===== config.mk =====
export PLATFORM = sky130hd
export DESIGN_NAME = hazard_ctrl
export DESIGN_NICKNAME = d
export VERILOG_FILES = /design/src/rtl/hazard_ctrl.sv
export SDC_FILE = /design/constraint.sdc
export NUM_CORES = 1
export LEC_CHECK = 0
export ABC_AREA = 1
export BUFFER_PORTS_ARGS = -buffer_cell sky130_fd_sc_hd__clkbuf_2
export CAP_MARGIN = 30
export CORE_UTILIZATION = 40
export CTS_CLUSTER_SIZE = 30
export DETAILED_ROUTE_END_ITERATION = 10
export RECOVER_POWER = 100
export SLEW_MARGIN = 5
export SYNTH_ARGS = -nofsm -noshare
export SYNTH_HDL_FRONTEND = slang
export SYNTH_SLANG_ARGS = --single-unit

===== constraint.sdc =====
create_clock -name CLK -period 1.85 [get_ports CLK]
set_input_delay 0.2775 -clock CLK [delete_from_list [all_inputs] [get_ports CLK]]
set_output_delay 0.2775 -clock CLK [all_outputs]
set_load 0.05 [all_outputs]

===== src/rtl/hazard_ctrl.sv =====
// Pipeline hazard/stall controller for the 5-stage core.
// Handles load-use, dcache/icache waits, taken-branch squash and halt,
// driving latch enables/flushes with zero latency from state + inputs.
module hazard_ctrl #(
  parameter int CNT_W = 16
) (
  input  logic             CLK,
  input  logic             nRST,
  input  logic             ihit,
  input  logic             dhit,
  input  logic             mem_dREN,
  input  logic             mem_dWEN,
  input  logic             ex_memRead,
  input  logic [4:0]       ex_rt,
  input  logic [4:0]       id_rs,
  input  logic [4:0]       id_rt,
  input  logic             id_useRt,
  input  logic             branch_taken,
  input  logic             wb_halt,
  output logic             pc_en,
  output logic             ifid_en,
  output logic             idex_en,
  output logic             exmem_en,
  output logic             memwb_en,
  output logic             ifid_flush,
  output logic             idex_flush,
  output logic             memwb_flush,
  output logic             halted,
  output logic [CNT_W-1:0] stall_cnt,
  output logic [CNT_W-1:0] flush_cnt
);

  typedef enum logic [1:0] {RUN = 2'd0, DWAIT = 2'd1, HALT = 2'd2} state_t;

  state_t           r_state;
  logic             r_flush_pend;
  logic [CNT_W-1:0] r_stall_cnt;
  logic [CNT_W-1:0] r_flush_cnt;

  state_t w_next_state;
  logic   w_next_fp;
  logic   w_flush_inc;
  logic   w_dreq;
  logic   w_luse;

  assign w_dreq = mem_dREN | mem_dWEN;
  // ex_rt==0 never hazards: $zero is never really written.
  assign w_luse = ex_memRead && (ex_rt != 5'd0) &&
                  ((ex_rt == id_rs) || (id_useRt && (ex_rt == id_rt)));

  // Priority resolver: first matching condition owns the enables/flushes.
  always_comb begin
    pc_en        = 1'b1;
    ifid_en      = 1'b1;
    idex_en      = 1'b1;
    exmem_en     = 1'b1;
    memwb_en     = 1'b1;
    ifid_flush   = 1'b0;
    idex_flush   = 1'b0;
    memwb_flush  = 1'b0;
    halted       = 1'b0;
    w_next_state = r_state;
    w_next_fp    = r_flush_pend;
    w_flush_inc  = 1'b0;
    if (!nRST) begin
      {pc_en, ifid_en, idex_en, exmem_en, memwb_en} = 5'b0;
    end else if (r_state == HALT) begin
      {pc_en, ifid_en, idex_en, exmem_en, memwb_en} = 5'b0;
      halted = 1'b1;
    end else if (wb_halt) begin
      {pc_en, ifid_en, idex_en, exmem_en, memwb_en} = 5'b0;
      w_next_state = HALT;
    end else if (w_dreq && !dhit) begin
      // Freeze everything up to MEM; WB gets bubbles until the access lands.
      {pc_en, ifid_en, idex_en, exmem_en} = 4'b0;
      memwb_flush  = 1'b1;
      w_next_state = DWAIT;
    end else begin
      w_next_state = RUN;
      if (branch_taken) begin
        ifid_flush  = 1'b1;
        idex_flush  = 1'b1;
        w_flush_inc = 1'b1;
        // An outstanding fetch cannot be aborted; remember to drop it.
        if (!ihit) w_next_fp = 1'b1;
      end else if (r_flush_pend && ihit) begin
        // Stale wrong-path instruction arrives; PC already holds the target.
        ifid_flush = 1'b1;
        pc_en      = 1'b0;
        w_next_fp  = 1'b0;
      end else if (w_luse) begin
        pc_en      = 1'b0;
        ifid_en    = 1'b0;
        idex_flush = 1'b1;
      end else if (!ihit) begin
        pc_en      = 1'b0;
        ifid_flush = 1'b1;
      end
    end
  end

  // State, flush-pending bit and saturating counters.
  always_ff @(posedge CLK) begin
    if (!nRST) begin
      r_state      <= RUN;
      r_flush_pend <= 1'b0;
      r_stall_cnt  <= '0;
      r_flush_cnt  <= '0;
    end else begin
      r_state      <= w_next_state;
      r_flush_pend <= w_next_fp;
      if ((r_state != HALT) && !pc_en && (r_stall_cnt != '1))
        r_stall_cnt <= r_stall_cnt + CNT_W'(1);
      if (w_flush_inc && (r_flush_cnt != '1))
        r_flush_cnt <= r_flush_cnt + CNT_W'(1);
    end
  end

  assign stall_cnt = r_stall_cnt;
  assign flush_cnt = r_flush_cnt;

endmodule


==> Word level (Yosys, flattened, before mapping) <==
Index checks and enable logic that the tools add are counted.
{ "op_classes": {"add_sub_neg": 2, "reduce_logical": 14, "eq_ne": 7, "n_mux": 53, "bitwise_logic": 4} }
{ "op_table": {"columns": ["op", "count"], "rows": [
  ["$mux W1", 52],
  ["$add A16 B1 Y16 const B", 2],
  ["$ne A16 B16 Y1 const B", 2],
  ["$eq A5 B5 Y1", 2],
  ["$logic_and A1 B1 Y1", 8],
  ["$reduce_and A5 Y1", 1],
  ["$reduce_bool A5 Y1", 1],
  ["$ne A2 B2 Y1 const B", 2],
  ["$not A1 Y1", 3],
  ["$eq A2 B2 Y1 const B", 1],
  ["$logic_not A1 Y1", 2],
  ["$mux W2", 1],
  ["$reduce_bool A2 Y1", 1],
  ["$logic_or A1 B1 Y1", 1],
  ["$or A1 B1 Y1", 1]
]} }
{ "word_totals": {"input_bits": 25, "output_inout_bits": 41, "regBits": 35} }

==> Longest topological paths before layout <==
{ "depth": {"depth_word": 14, "mapped_depth": 14, "depth_no_buf": 14} }

==> Least setup slack after synthesis <==
Ideal clock, no wire load.
{ "synth_timing": {"path_type": "flip-flop to flip-flop", "start": "reg r_stall_cnt[0], in the netlist stall_cnt[0]", "end": "reg r_stall_cnt[15], in the netlist stall_cnt[15]", "synth_period_minus_slack_ns": 2.030, "setup_slack_ns": -0.180, "arrival_ns": 1.963, "path_buffers": 1, "path_stages_with_launch": 13, "t_required_ns": 1.783, "path_cell_list": "dfxtp_1 -> ha_1 -> nand2_1 -> inv_1 -> nand2_4 -> nor2_4 -> nand2_2 -> nor2_4 -> nor2_4 -> nand3_4 -> buf_8 -> nand2_1 -> a21oi_2"} }
{ "synth_between": {"elab_chain_len": 2} }
{ "synth_rtl": {"columns": ["element", "line", "source"], "rows": [
  ["start: declaration", "37", "logic [CNT_W-1:0] r_stall_cnt;"],
  ["start signal: assignment", "113", "r_stall_cnt <= r_stall_cnt + CNT_W'(1);"],
  ["parallel branches: the longest is 2 deep, another holds $add A16 B1 Y16", null, null]
]} }
Several ways; the timed one is not identified.
A chain may end at the register's enable or synchronous reset.

==> Final worst setup path <==
{ "layout_timing": {"start": "reg r_state[1]", "end": "out pc_en"} }
{ "layout_between": {"elab_chain_len": 3} }
{ "layout_rtl": {"columns": ["element", "line", "source"], "rows": [
  ["start: declaration", "35", "state_t r_state;"],
  ["start signal: assignment", "110", "r_state <= w_next_state;"],
  ["$eq A2 B2 Y1", "67", "end else if (r_state == HALT) begin"],
  ["$mux W1", "67", null],
  ["$mux W1", "65", "if (!nRST) begin"],
  ["end: declaration", "20", "output logic pc_en,"]
]} }
No other way between the ends.

==> metrics <==
cell taking the most area after synthesis dfxtp_1; worst-path cell chain inv_2 -> nor2_4 -> nor2_4 -> nand3_4 -> nor3_4 -> nand2_2 -> nand2_2 -> buf_8; dpl cells 497; Crit Path Max Fanout 5; Yosys top cell area share 0.301; first-pass GRT wire length between 9000 and 10000 microns; Power Density 535 mW/mm^2; Die Wd 78.3 microns; RSZ-0062 raised after global routing true; ant diodes 0; gr ovfl total 0; Core Region 0.00554 sq mm; startpoint types flop; Hold-fix buffers, CTS 0; CP Data Arrival Time 1.49 ns; Total Routing Usage GR 0.197; vias per cell just under 5; register area share after synthesis 0.301; Layout fillers about 590; Clock Latency Late Sink 0.28 ns; Worst-path clk slew 0.06 ns; Area Overhead vs Synth 28.3%; pre-CTS setup slack 0.0466 ns; Synth Instances approximately 350; CP max stage delay between 0.3 and 0.4 ns; Layout Nets 467; PnR worst setup slack 0.0832 ns; slew margin rel. 0.601; initial core utilization 0.420; die area 0.00612 sq mm; port buffer count 65; final hold vios 0; Synth Net Count 381; first-pass detailed-route iteration total 4; number of global-route vias before repair 2212; largest net degree at the start of global routing 26; post-route antenna net violation count 0; WP data required 1.57 ns; top-count cell post-synth nand2_1; Peak supply drop ~0.28 mV; root buf cell clkbuf_8; die height 78.3 microns; Avg Cell Area, Syn 6.57 sq um; crit end category primary output; Commonest cells post-synth nand2_1 (102), inv_1 (44), nor2_1 (36), dfxtp_1 (35), a21oi_1 (32); hpwl dp 4350 microns; # IOs 66; GPL Wtd Cong roughly 0.81; Vias 2485; post-synth cell types 29; Highest Clock Rate 0.566 GHz; fraction of layout cells with a size suffix above 1 0.254; Pins Over Slew Limit 0; HP Class primary input to flop; Post-synth EDFFs 0; Mapped Area roughly 0.0023 sq mm; CTS Buf Count 5; CTS Sinks 35; Leak between 1 and 1.5 nW; average wire per standard cell approximately 11 microns; final setup fails 0; CP Class flop to primary output; CP max-delay cell dfxtp_1; standard-cell row count 27; Finished Core Util 0.539; status completed; initial drt markers 125; min cycle time layout approximately 1.8 ns; largest cells by area after synthesis dfxtp_1 (30%), nand2_1 (16%), inv_1 (7.1%); drt drc 0; Main synth FF type dfxtp_1; CTS tree built; Max Root-Sink Buffers 2; initial antenna violation count 0; Synthesis Warnings 0; period utilization 0.955; Worst Max-Slew Pin Slew 0.600 ns; final non-filler cell total 513; Post-synth ARST share 0; Max Cap Viol 0; WL final around 5800 microns; Seq cells post-synth 35; Clock Skew around 0.008 ns; H-tree depth 2; total power 0.00160 W
[worst max-delay path, delay by kind of cell, from the launching register on]
| family | cells | cell delay, ns |
|---|---|---|
| buf+inv | 2 | 0.22 |
| simple gates | 6 | 0.68 |
| flops | 1 | 0.31 |
[per-layer routing]
layer  part of all wire  GRT usage  wire length (microns)
met1               0.51      0.270                   3000
met2               0.43      0.308                   2480
met3              0.048     0.0395                    282
met4             0.0098     0.0611                     57
met5                  0          0                      0
[sequential cells by signal, summed over array words and instances, names as in the netlist]
signal / cells
r_flush_pend: 1
stall_cnt: 16
flush_cnt: 16
r_state: 2
[worst paths after layout]
path	startpoint	endpoint	slack, ns	depth (start not counted)
hold / removal	wb_halt	r_state[1]$_SDFFE_PN0N_	0.26	3
setup / recovery	r_state[1]$_SDFFE_PN0N_	pc_en	0.08	8
hold reg to reg	flush_cnt[3]$_SDFFE_PN0P_	flush_cnt[3]$_SDFFE_PN0P_	0.46	1
setup reg to reg	flush_cnt[0]$_SDFFE_PN0P_	flush_cnt[5]$_SDFFE_PN0P_	0.12	13
[where the power goes]
| part | internal [W] | switching (W) | total [W] |
|---|---|---|---|
| Combinational | 0.0000958 | 0.000191 | 0.000287 |
| Clock | 0.000264 | 0.000273 | 0.000538 |
| Sequential | 0.000763 | 0.0000102 | 0.000774 |
| Total | 0.00112 | 0.000474 | 0.00160 |
[final cells by class]
cell class,instances,area [sq um],share of cell area
Multi-Input combinational cell,263,1410,0.472
Tap cell,72,90.1,0.0302
Timing Repair Buffer,88,514,0.172
Sequential cell,35,714,0.239
Inverter,47,176,0.0591
Clock inverter,1,5.00,0.00168
Clock buffer,7,76.3,0.0256
[logic make-up (layout without fill, tap and decap cells)]
logic type,count (synthesis),in the layout,synth area share
and+or+nand+nor,194,195,0.395
adders and majority gates,2,2,0.0108
xor gates and xnor gates,20,20,0.0753
AOI/OAI and AO/OA,46,46,0.111
buffers and inverters,57,143,0.107
DFF,35,35,0.301
[repair_timing]
action                                  4_1_cts  5_1_grt
setup buffers                                 0        7
cloned                                        0        1
pin swaps                                     0        6
gates resized for setup                       2       17
endpoints found under the setup margin        1       17
[cell usage in the layout, fill, tap and decap left out, types with 8 or more instances in the layout]
cell type,n
nand2_1,99
clkbuf_2,46
inv_1,42
nor2_1,36
a21oi_1,32
dfxtp_1,28
nand4_1,20
clkbuf_1,20
buf_4,20
nand3_1,15
xor2_1,13
o21ai_0,8
nor2_4,8
[per-stage QoR]
stage	setup TNS (ns)	area [sq um]	hold WS (ns)
2_1_floorplan	-0.00750	2330	0.408
3_3_place_gp	0	2810	0.449
3_5_place_dp	0	2810	0.453
4_1_cts	0	2900	0.256
5_1_grt	-0.319	2990	0.289
6_report	0	2990	0.258
(Power assumes the default switching activity.)
